[config.mk]
export PLATFORM = sky130hd
export DESIGN_NAME = clk_tick_sched
export DESIGN_NICKNAME = d
export VERILOG_FILES = /design/src/rtl/clk_tick_sched.sv
export SDC_FILE = /design/constraint.sdc
export NUM_CORES = 1
export LEC_CHECK = 0
export ABC_AREA = 1
export CAP_MARGIN = 20
export CORE_UTILIZATION = 47
export CTS_CLUSTER_DIAMETER = 80
export DETAILED_ROUTE_END_ITERATION = 12
export PLACE_DENSITY = 0.75
export SYNTH_ARGS = -nofsm -noshare
export SYNTH_HDL_FRONTEND = slang
export SYNTH_SLANG_ARGS = --single-unit
[constraint.sdc]
create_clock -name clk -period 2.1 [get_ports clk]
set_input_delay 0.42 -clock clk [delete_from_list [all_inputs] [get_ports clk]]
set_output_delay 0.42 -clock clk [all_outputs]
set_load 0.05 [all_outputs]
[src/rtl/clk_tick_sched.sv]
// Tick scheduler: round-robin shares one clock-enable generator between two
// requesters, each asking for a burst of cnt ticks spaced div cycles apart.
module clk_tick_sched #(
    parameter int DIV_W = 8,
    parameter int CNT_W = 16
) (
    input  logic                 clk,
    input  logic                 rst,
    input  logic [1:0]           req,
    input  logic [2*DIV_W-1:0]   div_i,
    input  logic [2*CNT_W-1:0]   cnt_i,
    input  logic                 stop,
    output logic [1:0]           grant,
    output logic                 busy,
    output logic                 tick,
    output logic                 done,
    output logic                 aborted
);

    typedef enum logic [1:0] {IDLE, RUN, DONE} state_t;

    state_t             state;
    state_t             state_n;
    logic               owner;
    logic               last;
    logic               ab_q;
    logic               ab_n;
    logic [DIV_W-1:0]   div_q;
    logic [DIV_W-1:0]   presc;
    logic [CNT_W-1:0]   rem;
    logic               win;
    logic [DIV_W-1:0]   win_div;
    logic [CNT_W-1:0]   win_cnt;

    // On a tie the requester that did not own the last burst wins.
    always_comb begin
        win     = (req == 2'b10) || ((req == 2'b11) && !last);
        win_div = win ? div_i[2*DIV_W-1:DIV_W] : div_i[DIV_W-1:0];
        win_cnt = win ? cnt_i[2*CNT_W-1:CNT_W] : cnt_i[CNT_W-1:0];
        if (win_div == '0) begin
            win_div = DIV_W'(1);
        end
    end

    always_comb begin
        state_n = state;
        ab_n    = ab_q;
        tick    = (state == RUN) && (presc == div_q - DIV_W'(1));
        case (state)
            IDLE: begin
                if (req != 2'b00) begin
                    ab_n    = 1'b0;
                    state_n = (win_cnt == '0) ? DONE : RUN;
                end
            end
            RUN: begin
                // A final tick wins over a coincident stop.
                if (tick && rem == CNT_W'(1)) begin
                    state_n = DONE;
                    ab_n    = 1'b0;
                end else if (stop) begin
                    state_n = DONE;
                    ab_n    = 1'b1;
                end
            end
            DONE:    state_n = IDLE;
            default: state_n = IDLE;
        endcase
        busy    = (state == RUN);
        done    = (state == DONE);
        aborted = (state == DONE) && ab_q;
        grant   = (state == IDLE) ? 2'b00 : {owner, !owner};
    end

    always_ff @(posedge clk) begin
        if (rst) begin
            state <= IDLE;
            ab_q  <= 1'b0;
        end else begin
            state <= state_n;
            ab_q  <= ab_n;
        end
    end

    always_ff @(posedge clk) begin
        if (rst) begin
            last  <= 1'b1;
            owner <= 1'b0;
            div_q <= '0;
            presc <= '0;
            rem   <= '0;
        end else begin
            case (state)
                IDLE: begin
                    if (req != 2'b00) begin
                        owner <= win;
                        div_q <= win_div;
                        rem   <= win_cnt;
                        presc <= '0;
                    end
                end
                RUN: begin
                    if (tick) begin
                        presc <= '0;
                        rem   <= rem - CNT_W'(1);
                    end else begin
                        presc <= presc + DIV_W'(1);
                    end
                end
                DONE:    last <= owner;
                default: ;
            endcase
        end
    end

endmodule

==> results of run 1 <==
area by class of cell:
type                            count  area (um^2)  share of cell area (%)
Multi-Input combinational cell    351         1808                   49.15
Timing Repair Buffer               82        774.5                   21.05
Sequential cell                    37        744.5                   20.24
Inverter                           45        175.2                   4.762
Tap cell                           72        90.09                   2.449
Clock buffer                        5        68.82                   1.871
Clock inverter                      3        17.52                  0.4762
registers in the layout (all words and copies together), names as in the netlist:
signal / cells
state: 2
presc: 8
ab_q: 1
owner: 1
last: 1
div_q: 8
rem: 16
metrics by stage:
stage	instances	worst slack (ns)	total power, uW	TNS [ns]	hold slack, ns
2_1_floorplan	446	0.05272	1524	0	0.4459
3_3_place_gp	582	-0.04751	1818	-0.08844	0.4708
3_5_place_dp	582	-0.09132	1839	-0.1535	0.4743
4_1_cts	591	-0.1011	2358	-0.1011	0.4889
5_1_grt	595	-0.1892	2549	-0.3873	0.5150
6_report	595	-0.06308	2383	-0.06308	0.4886
logic make-up (layout without fill, tap and decap cells):
| logic type | after synthesis | count (layout) | synth area share, % |
|---|---|---|---|
| adders and majority gates | 4 | 4 | 1.816 |
| AOI/OAI and AO/OA | 73 | 73 | 14.84 |
| and+or+nand+nor | 251 | 251 | 39.76 |
| DFF | 37 | 37 | 26.87 |
| muxes | 13 | 13 | 4.721 |
| buffers and inverters | 58 | 135 | 8.806 |
| xor gates and xnor gates | 10 | 10 | 3.178 |
where the power goes:
| part | internal [uW] | switching [uW] |
|---|---|---|
| registers | 778 | 82.7 |
| clock network | 229 | 270 |
| logic | 436 | 587 |
worst max-delay path, stage by stage, from the launching register on:
cell        delay, ns
dfxtp_2          0.34
inv_2            0.05
ha_4             0.27
nor2_1           0.04
nor2_1           0.09
nand3b_1         0.08
nor2_1           0.08
nand3_1          0.08
nor2_2           0.13
nand2_4          0.08
clkinvlp_4       0.08
buf_12           0.13
metal layers:
metal | share of wire, % | routed length (um) | vias to the layer above | global-route usage [%]
met3 | 5.6 | 454 | 13 | 3.488
met2 | 52 | 4163 | 108 | 50.00
li1 | - | - | 1607 | -
met5 | 0 | 0 | - | 0
met1 | 41 | 3327 | 1456 | 29.83
met4 | 1.7 | 134 | 0 | 9.630
timing repair:
action / 4_1_cts / 5_1_grt
gates resized for setup: 8 / 5
setup buffers: 1 / 4
pin swaps: 5 / 3
endpoints found under the hold margin: 0 / 0
cloned: 0 / 0
endpoints found under the setup margin: 1 / 7
placed cells by master (no fill, tap or decap), types with 2 or more instances in the layout:
cell type        synthesis  layout
nor2_1                  62      59
clkinvlp_4               0       2
ha_1                     4       3
nand2_1                119     117
buf_12                   0       2
nor3_1                   4       4
o21ai_2                  2       2
nor4_1                   2       2
dfxtp_1                 37      34
xnor2_1                  3       3
nor2_2                   5       6
o21ai_1                  3       3
nand2_2                  4       6
nand4_1                  9       9
a21oi_2                  5       5
clkdlybuf4s50_1          0      52
a31oi_1                  4       4
clkinv_2                 0       2
clkbuf_8                 0       5
or2_2                    2       2
xor2_1                   7       7
nor2_4                   1       3
nand3_1                 36      36
inv_2                    2       4
o22ai_1                  2       2
a21oi_1                 24      24
o21ai_0                 30      30
inv_1                   42      39
dfxtp_2                  0       3
mux2i_1                 13      13
buf_4                    0      27
worst paths after layout:
kind | slack [ns] | from | to
worst min-delay path | 0.49 | last | last
worst max-delay path | -0.06 | div_q[0] | tick
worst max register to register | 0.10 | div_q[0] | rem[12]
worst min register to register | 0.49 | last | last
==> summary.md, run 1 <==
| Metric | Value |
|---|---|
| Largest net degree at the start of global routing | 29 |
| RSZ-0062 raised after global routing | true |
| Fill cells | 509 |
| Max Root-Sink Buffers | 2 |
| Synthesis-to-finish area growth | 33.45% |
| Hold Crit Class | reg2reg |
| Clk sinks | 37 |
| Htree depth | 2 |
| Crit Path Class | reg2out |
| Worst vdd ir | 391.6 uV |
| Vias after detailed routing | 3184 |
| FF-to-FF path depth | 15 |
| Cell count after synthesis | 446 |
| Max Slew Vio Count | 0 |
| Share of layout cells above drive strength 1 | 14.34% |
| DPL Wire Length | 6203 um |
| Total Routing Usage GR | 26.48% |
| Clk root buf | clkbuf_8 |
| Global-route wire length before repair | 12950 um |
| YS warnings | 0 |
| Setup ws final | -0.06308 ns |
| Crit path required time | 1.68 ns |
| Number of port buffers | 58 |
| Startpoint types | flip-flop |
| Worst-path clk slew | 0.08 ns |
| Clock skew | 0.007431 ns |
| Leak | 0.001645 uW |
| Initial antenna violation count | 0 |
| Via density | 5.351 |
| Vias in the first global route | 2937 |
| Yosys top cell area share | 26.87% |
| CORE AREA | 5574 um^2 |
| Hold-fix buffers at CTS | 0 |
| Netlist cell types | 40 |
| 1st-iter DRT viols | 209 |
| DRC Markers | 0 |
| Slew margin rel. | 65.67% |
| I/O pin count | 59 |
| Synth area leader | dfxtp_1 |
| Final instance area | 3679 um^2 |
| Syn Nets | 503 |
| Gr ovfl total | 0 |
| Final Core Density | 65.99% |
| Top cells by count, synth | nand2_1, nor2_1, inv_1 |
| Die span in x | 78.58 um |
| Cell with the most instances after synthesis | nand2_1 |
| Hold Crit Depth | 2 |
| Crit path arrival time | 1.74 ns |
| Average cell area after synthesis | 6.180 um^2 |
| Post-synth EDFFs | 0 |
| Final hold vios | 0 |
| Antenna diodes | 0 |
| Final antenna-violating net count | 0 |
| Final Setup Violations | 1 |
| Slew @ Worst Pin | 0.5096 ns |
| Die area | 6175 um^2 |
| Overall die height | 78.58 um |
| Routed len/inst | 13.58 um |
| Async set-reset flop share out of synthesis | 0% |
| Crit Path Max Fanout | 3 |
| Placed Area | 3520 um^2 |
| Crit share post-route | 103.0% |
| Final WL | 8080 um |
| Clock buffer count from CTS | 5 |
| Post-Synthesis Cell Area | 2756 um^2 |
| DRT Pass-1 Iters | 5 |
| Post-layout min period | 2.163 ns |
| Fin nets | 579 |
| CTS tree | done |
| # rows | 27 |
| Failing checks | negative setup slack |
| GPL Wtd Cong | 0.8745 |
| Clk Latency, worst-skew pair | 0.30 ns |
| Top_reg_cell synth | dfxtp_1 |
| Pwr/cell area | 647.8 nW/um^2 |
| Synth top area cells | dfxtp_1, nand2_1, nor2_1 |
| F_max | 0.4623 GHz |
| Outcome | finished with violations |
| Worst setup EP type | primary output |
| Seq/Total Area, Yosys | 26.87% |
| Initial Util | 49.45% |
| #FFs+latches synth | 37 |
| # Max-Cap Violations | 0 |
Note: power is estimated with default switching activity, not from simulation.
==> inputs of run 2 (changes only) <==
--- a/config.mk
+++ b/config.mk
@@ -10,6 +10,7 @@
 export CORE_UTILIZATION = 47
 export CTS_CLUSTER_DIAMETER = 80
 export DETAILED_ROUTE_END_ITERATION = 12
+export MAX_ROUTING_LAYER = met4
 export PLACE_DENSITY = 0.75
 export SYNTH_ARGS = -nofsm -noshare
 export SYNTH_HDL_FRONTEND = slang
==> summary.md, run 2 (same netlist as run 1, synthesis figures left out) <==
| Metric | Value |
|---|---|
| Slew margin rel. | 65.41% (-0.26 points) |
| Clk Latency, worst-skew pair | 0.30 ns (about the same) |
| Total power | 2383 uW (about the same) |
| Die span in x | 78.58 um (unchanged) |
| Clock Power Share | 21.0% (about the same) |
| F_max | 0.4622 GHz (about the same) |
| Initial Util | 49.45% (unchanged) |
| Combinational share of power | 42.9% (about the same) |
| Top reg by flops | rem |
| Htree depth | 2 (unchanged) |
| Reg2Reg Setup Slack | 0.10 ns (about the same) |
| Crit Path Class | reg2out |
| Clk sinks | 37 (unchanged) |
| Pwr/cell area | 647.9 nW/um^2 (about the same) |
| Worst Setup SP | div_q[0] |
| Initial antenna violation count | 0 (unchanged) |
| Max Root-Sink Buffers | 2 (unchanged) |
| Worst vdd ir | 388.8 uV (-0.72%) |
| Leak | 0.001645 uW (unchanged) |
| Top Registers | rem x16, div_q x8, presc x8 |
| Via density | 5.371 (+0.38%) |
| GPL Wtd Cong | 0.8888 (+1.6%) |
| Crit Path Max Fanout | 3 (unchanged) |
| Reg power frac | 36.1% (about the same) |
| Post-Place Setup Slack | -0.09132 ns (unchanged) |
| Clk root buf | clkbuf_8 |
| Final Setup Violations | 1 (unchanged) |
| Failing checks | negative setup slack |
| Sw Pwr | 940.0 uW (about the same) |
| Placed insts | 582 (unchanged) |
| Max Slew Vio Count | 0 (unchanged) |
| Final antenna-violating net count | 0 (unchanged) |
| FF-to-FF path depth | 15 (unchanged) |
| Gr ovfl total | 0 (unchanged) |
| Setup ws final | -0.06361 ns (-0.0005276 ns) |
| Global-route wire length before repair | 12930 um (-0.16%) |
| Fin nets | 579 (unchanged) |
| Worst-path clk slew | 0.08 ns (about the same) |
| Share of layout cells above drive strength 1 | 14.34% (unchanged) |
| Synthesis-to-finish area growth | 33.45% (unchanged) |
| Final WL | 8061 um (-0.24%) |
| Post-layout min period | 2.164 ns (+0.0005276 ns) |
| Worst setup EP type | primary output |
| Switching Fraction | 39.44% (about the same) |
| Commonest non-fill, non-tap cell in the layout | nand2_1 |
| Largest net degree at the start of global routing | 29 (unchanged) |
| Number of port buffers | 58 (unchanged) |
| Clock skew | 0.006895 ns (-0.0005364 ns) |
| Overall die height | 78.58 um (unchanged) |
| # rows | 27 (unchanged) |
| DPL Wire Length | 6203 um (unchanged) |
| Most frequent cells in the layout | nand2_1, nor2_1, clkdlybuf4s50_1 |
| RSZ-0062 raised after global routing | true |
| Vias after detailed routing | 3196 (+0.38%) |
| Outcome | finished with violations |
| Routed len/inst | 13.55 um (-0.24%) |
| I/O pin count | 59 (unchanged) |
| Antenna diodes | 0 (unchanged) |
| Slew @ Worst Pin | 0.5135 ns (+0.003865 ns) |
| Crit path capture | tick |
| # Max-Cap Violations | 0 (unchanged) |
| Startpoint types | flip-flop |
| Reg-to-Reg End | rem[12] |
| Crit path required time | 1.68 ns (about the same) |
| DRC Markers | 0 (unchanged) |
| Final Core Density | 65.99% (unchanged) |
| Die area | 6175 um^2 (unchanged) |
| Final hold vios | 0 (unchanged) |
| Worst r2r src | div_q[0] |
| 1st-iter DRT viols | 223 (+6.7%) |
| CTS tree | done |
| Hold Crit Class | reg2reg |
| Max reg flops | 16 (unchanged) |
| DRT Pass-1 Iters | 5 (unchanged) |
| Crit path arrival time | 1.74 ns (about the same) |
| Int Power | 1443 uW (about the same) |
| Clock buffer count from CTS | 5 (unchanged) |
| Total Routing Usage GR | 27.19% (+0.71 points) |
| Vias in the first global route | 2943 (+0.20%) |
| Layout Cells excl Fill | 595 (unchanged) |
| Crit share post-route | 103.0% (about the same) |
| CORE AREA | 5574 um^2 (unchanged) |
[run 2: cell counts in the layout (fill, tap and decap cells not counted)]
Identical to the previous run, type by type.
[run 2: how the worst min path moves through the flow]
stage,cells after the start,from,slack (ns),to
3_5_place_dp,2,last,0.47,last
3_3_place_gp,2,owner,0.47,owner
4_1_cts,2,owner,0.49,owner
6_report,2,last,0.49,last
5_1_grt,2,ab_q,0.52,ab_q
2_1_floorplan,2,last,0.45,last
[run 2: power by group through the flow]
stage	clock (uW)	combinational, uW	sequential (uW)
finish	499	1020	860
global route	548	1130	871
CTS	509	992	857
detailed placement	0	971	868
global placement	0	954	865
floorplan	0	678	847
[run 2: worst max-delay path: stages, from the launching register on]
cell,delay [ns]
dfxtp_2,0.34
inv_2,0.05
ha_4,0.27
nor2_1,0.04
nor2_1,0.09
nand3b_1,0.08
nor2_1,0.08
nand3_1,0.08
nor2_2,0.13
nand2_4,0.08
clkinvlp_4,0.08
buf_12,0.13
[run 2: what timing repair did]
item,in CTS,in global routing
hold buffers,0,0
pin swaps,5,3
resized for setup,8,5
endpoints found under the setup margin,1,7
setup buffers,1,4
[run 2: stage by stage]
| step | instance area [um^2] | setup TNS, ns | hold WS (ns) |
|---|---|---|---|
| finish | 3679 | -0.06361 | 0.4886 |
| global route | 3679 | -0.3906 | 0.5150 |
| CTS | 3641 | -0.1011 | 0.4889 |
| detailed placement | 3520 | -0.1535 | 0.4743 |
| global placement | 3520 | -0.08844 | 0.4708 |
| floorplan | 2765 | 0 | 0.4459 |
[run 2: area by class of cell]
type                            instances  area, um^2
Sequential cell                        37       744.5
Fill cell                             509        1896
Inverter                               45       175.2
Multi-Input combinational cell        351        1808
Clock inverter                          3       17.52
Clock buffer                            5       68.82
Tap cell                               72       90.09
Timing Repair Buffer                   82       774.5
[run 2: metal layers]
metal	track usage (%)	up-vias	part of all wire (%)
li1	-	1607	-
met1	29.76	1447	41
met2	50.00	129	51
met3	3.488	13	6.3
met4	9.630	0	1.7
met5	-	-	0
==> inputs of run 3 (changes only) <==
--- a/config.mk
+++ b/config.mk
@@ -7,6 +7,7 @@
 export LEC_CHECK = 0
 export ABC_AREA = 1
 export CAP_MARGIN = 20
+export CORE_MARGIN = 5
 export CORE_UTILIZATION = 47
 export CTS_CLUSTER_DIAMETER = 80
 export DETAILED_ROUTE_END_ITERATION = 12
==> summary.md, run 3 (same netlist as run 1, synthesis figures left out) <==
| Metric | Value |
|---|---|
| Outcome | finished with violations |
| Failing checks | negative setup slack |
| Largest net degree at the start of global routing | 29 (unchanged) |
| Reg-to-Reg End | rem[15] |
| Die area | 7496 um^2 (+21%) |
| Share of layout cells above drive strength 1 | 13.98% (-0.36 points) |
| Clk root buf | clkbuf_8 |
| Final antenna-violating net count | 0 (unchanged) |
| Clock buffer count from CTS | 5 (unchanged) |
| Wl on met1 | 3378 um (+2.9%) |
| Setup ws final | -0.1008 ns (-0.03715 ns) |
| Worst Setup SP | div_q[1] |
| Top reg by flops | rem |
| Global-route wire length before repair | 13480 um (+4.2%) |
| CORE AREA | 5608 um^2 (+0.61%) |
| Routed wl met3 | 306 um (-40%) |
| Most frequent cells in the layout | nand2_1, nor2_1, clkdlybuf4s50_1 |
| DRC Markers | 0 (unchanged) |
| Number of port buffers | 58 (unchanged) |
| I/O pin count | 59 (unchanged) |
| Post-layout min period | 2.201 ns (+0.03715 ns) |
| FF-to-FF path depth | 14 (-1) |
| Startpoint types | flip-flop |
| Clock skew | 0.009956 ns (+0.003062 ns) |
| Setup_tns | -0.1008 ns (-0.03715 ns) |
| Die span in x | 86.58 um (+10%) |
| Initial antenna violation count | 0 (unchanged) |
| Hold-fix buffers at CTS | 0 (unchanged) |
| Crit path required time | 1.68 ns (about the same) |
| Routed length on met2 | 4187 um (+1.2%) |
| Max reg flops | 16 (unchanged) |
| Worst r2r src | div_q[1] |
| Commonest non-fill, non-tap cell in the layout | nand2_1 |
| Crit path capture | tick |
| DRT Pass-1 Iters | 4 (-1) |
| Final instance area | 3737 um^2 (+1.6%) |
| Hold Slack | 0.4826 ns (-0.006038 ns) |
| Final WL | 8045 um (-0.20%) |
| Vias after detailed routing | 3107 (-2.8%) |
| Worst vdd ir | 535.6 uV (+38%) |
| Worst-path clk slew | 0.08 ns (about the same) |
| Slew margin rel. | 78.34% (+13 points) |
| Vias in the first global route | 3081 (+4.7%) |
| Final hold vios | 0 (unchanged) |
| Crit Path Max Fanout | 3 (unchanged) |
| Routed len/inst | 13.54 um (about the same) |
| Crit share post-route | 104.8% (+1.8 points) |
| Slew @ Worst Pin | 0.3219 ns (-0.1915 ns) |
| GPL Wtd Cong | 0.9364 (+5.4%) |
| # rows | 27 (unchanged) |
| Pwr/cell area | 683.2 nW/um^2 (+5.4%) |
| Leak | 0.001666 uW (+1.3%) |
| RSZ-0062 raised after global routing | true |
| Clk sinks | 37 (unchanged) |
| Htree depth | 2 (unchanged) |
| Fin nets | 578 (-0.17%) |
| Clk Latency, worst-skew pair | 0.30 ns (about the same) |
| DPL Wire Length | 6333 um (+2.1%) |
| Reg2Reg Setup Slack | 0.15 ns (+0.05 ns) |
| Hold Crit Class | reg2reg |
| Final Setup Violations | 1 (unchanged) |
| Max Root-Sink Buffers | 2 (unchanged) |
| Antenna diodes | 0 (unchanged) |
| Overall die height | 86.58 um (+10%) |
| Initial Util | 49.15% (-0.30 points) |
| Worst setup EP type | primary output |
| Top Registers | rem x16, div_q x8, presc x8 |
| Gr ovfl total | 0 (unchanged) |
| Synthesis-to-finish area growth | 35.59% |
| Crit Path Class | reg2out |
| DR top layer | met4 |
| Crit path arrival time | 1.78 ns (+0.04 ns) |
| # Max-Cap Violations | 0 (unchanged) |
| CTS tree | done |
| Placed Area | 3580 um^2 (+1.7%) |
| 1st-iter DRT viols | 137 (-39%) |
| Total Routing Usage GR | 22.92% (-4.3 points) |
| F_max | 0.4544 GHz (-1.7%) |
| Max Slew Vio Count | 0 (unchanged) |
| Via density | 5.231 (-2.6%) |
==> run 3: cell types whose count changed in the layout (fill, tap and decap cells not counted), sizes merged <==
cell / before / now
bufinv: 0 / 1
clkinv: 2 / 0
buf: 30 / 29
clkbuf: 5 / 6
==> run 3: where the power goes <==
group	leakage, uW	switching, uW	internal (uW)
combinational	0.00130	580	451
clock	0.0000574	279	387
sequential	0.000306	79.1	778
==> run 3: worst min-delay path by stage <==
| stage | start | endpoint | cells after the start |
|---|---|---|---|
| floorplan | last | last | 2 |
| global placement | rem[1] | rem[1] | 2 |
| detailed placement | rem[1] | rem[1] | 2 |
| CTS | rem[1] | rem[1] | 2 |
| global route | owner | owner | 2 |
| finish | rem[1] | rem[1] | 2 |
==> run 3: critical path, cell delays in order, from the launching register on <==
cell	delay [ns]
dfxtp_2	0.34
inv_2	0.05
ha_4	0.24
nand2_2	0.07
nand2_2	0.04
nand3b_1	0.14
nor2_1	0.09
nand3_1	0.09
nor2_2	0.14
nand2_4	0.08
clkinvlp_4	0.08
buf_12	0.13
==> run 3: per-stage QoR <==
stage	setup slack, ns	cells	power (uW)	util [%]
detailed placement	-0.01777	585	1873	63.83
global placement	0.009756	585	1851	63.83
global route	-0.2175	594	2731	66.64
finish	-0.1008	594	2553	66.64
CTS	-0.1123	594	2555	66.56
floorplan	0.05272	446	1524	-
==> run 3: layout make-up <==
class	count	area, um^2
clock buffer	6	82.58
clock inverter	2	37.54
fill	525	1871
inverter	45	175.2
multi-input combinational	351	1808
sequential	37	743.2
tap	72	90.09
timing repair buffer	81	800.8
==> run 3: timing repair <==
item                       4_1_cts  5_1_grt
resized for setup                7        3
buffers inserted                 1        0
pin swaps                        5        3
setup endpoints to repair        1        5
==> run 3: routing by layer <==
| metal | global-route usage [%] | up-vias |
|---|---|---|
| met2 | 41.59 | 59 |
| met4 | 8.499 | 0 |
| met1 | 25.03 | 1424 |
| met3 | 3.612 | 15 |
| met5 | - | - |
| li1 | - | 1609 |
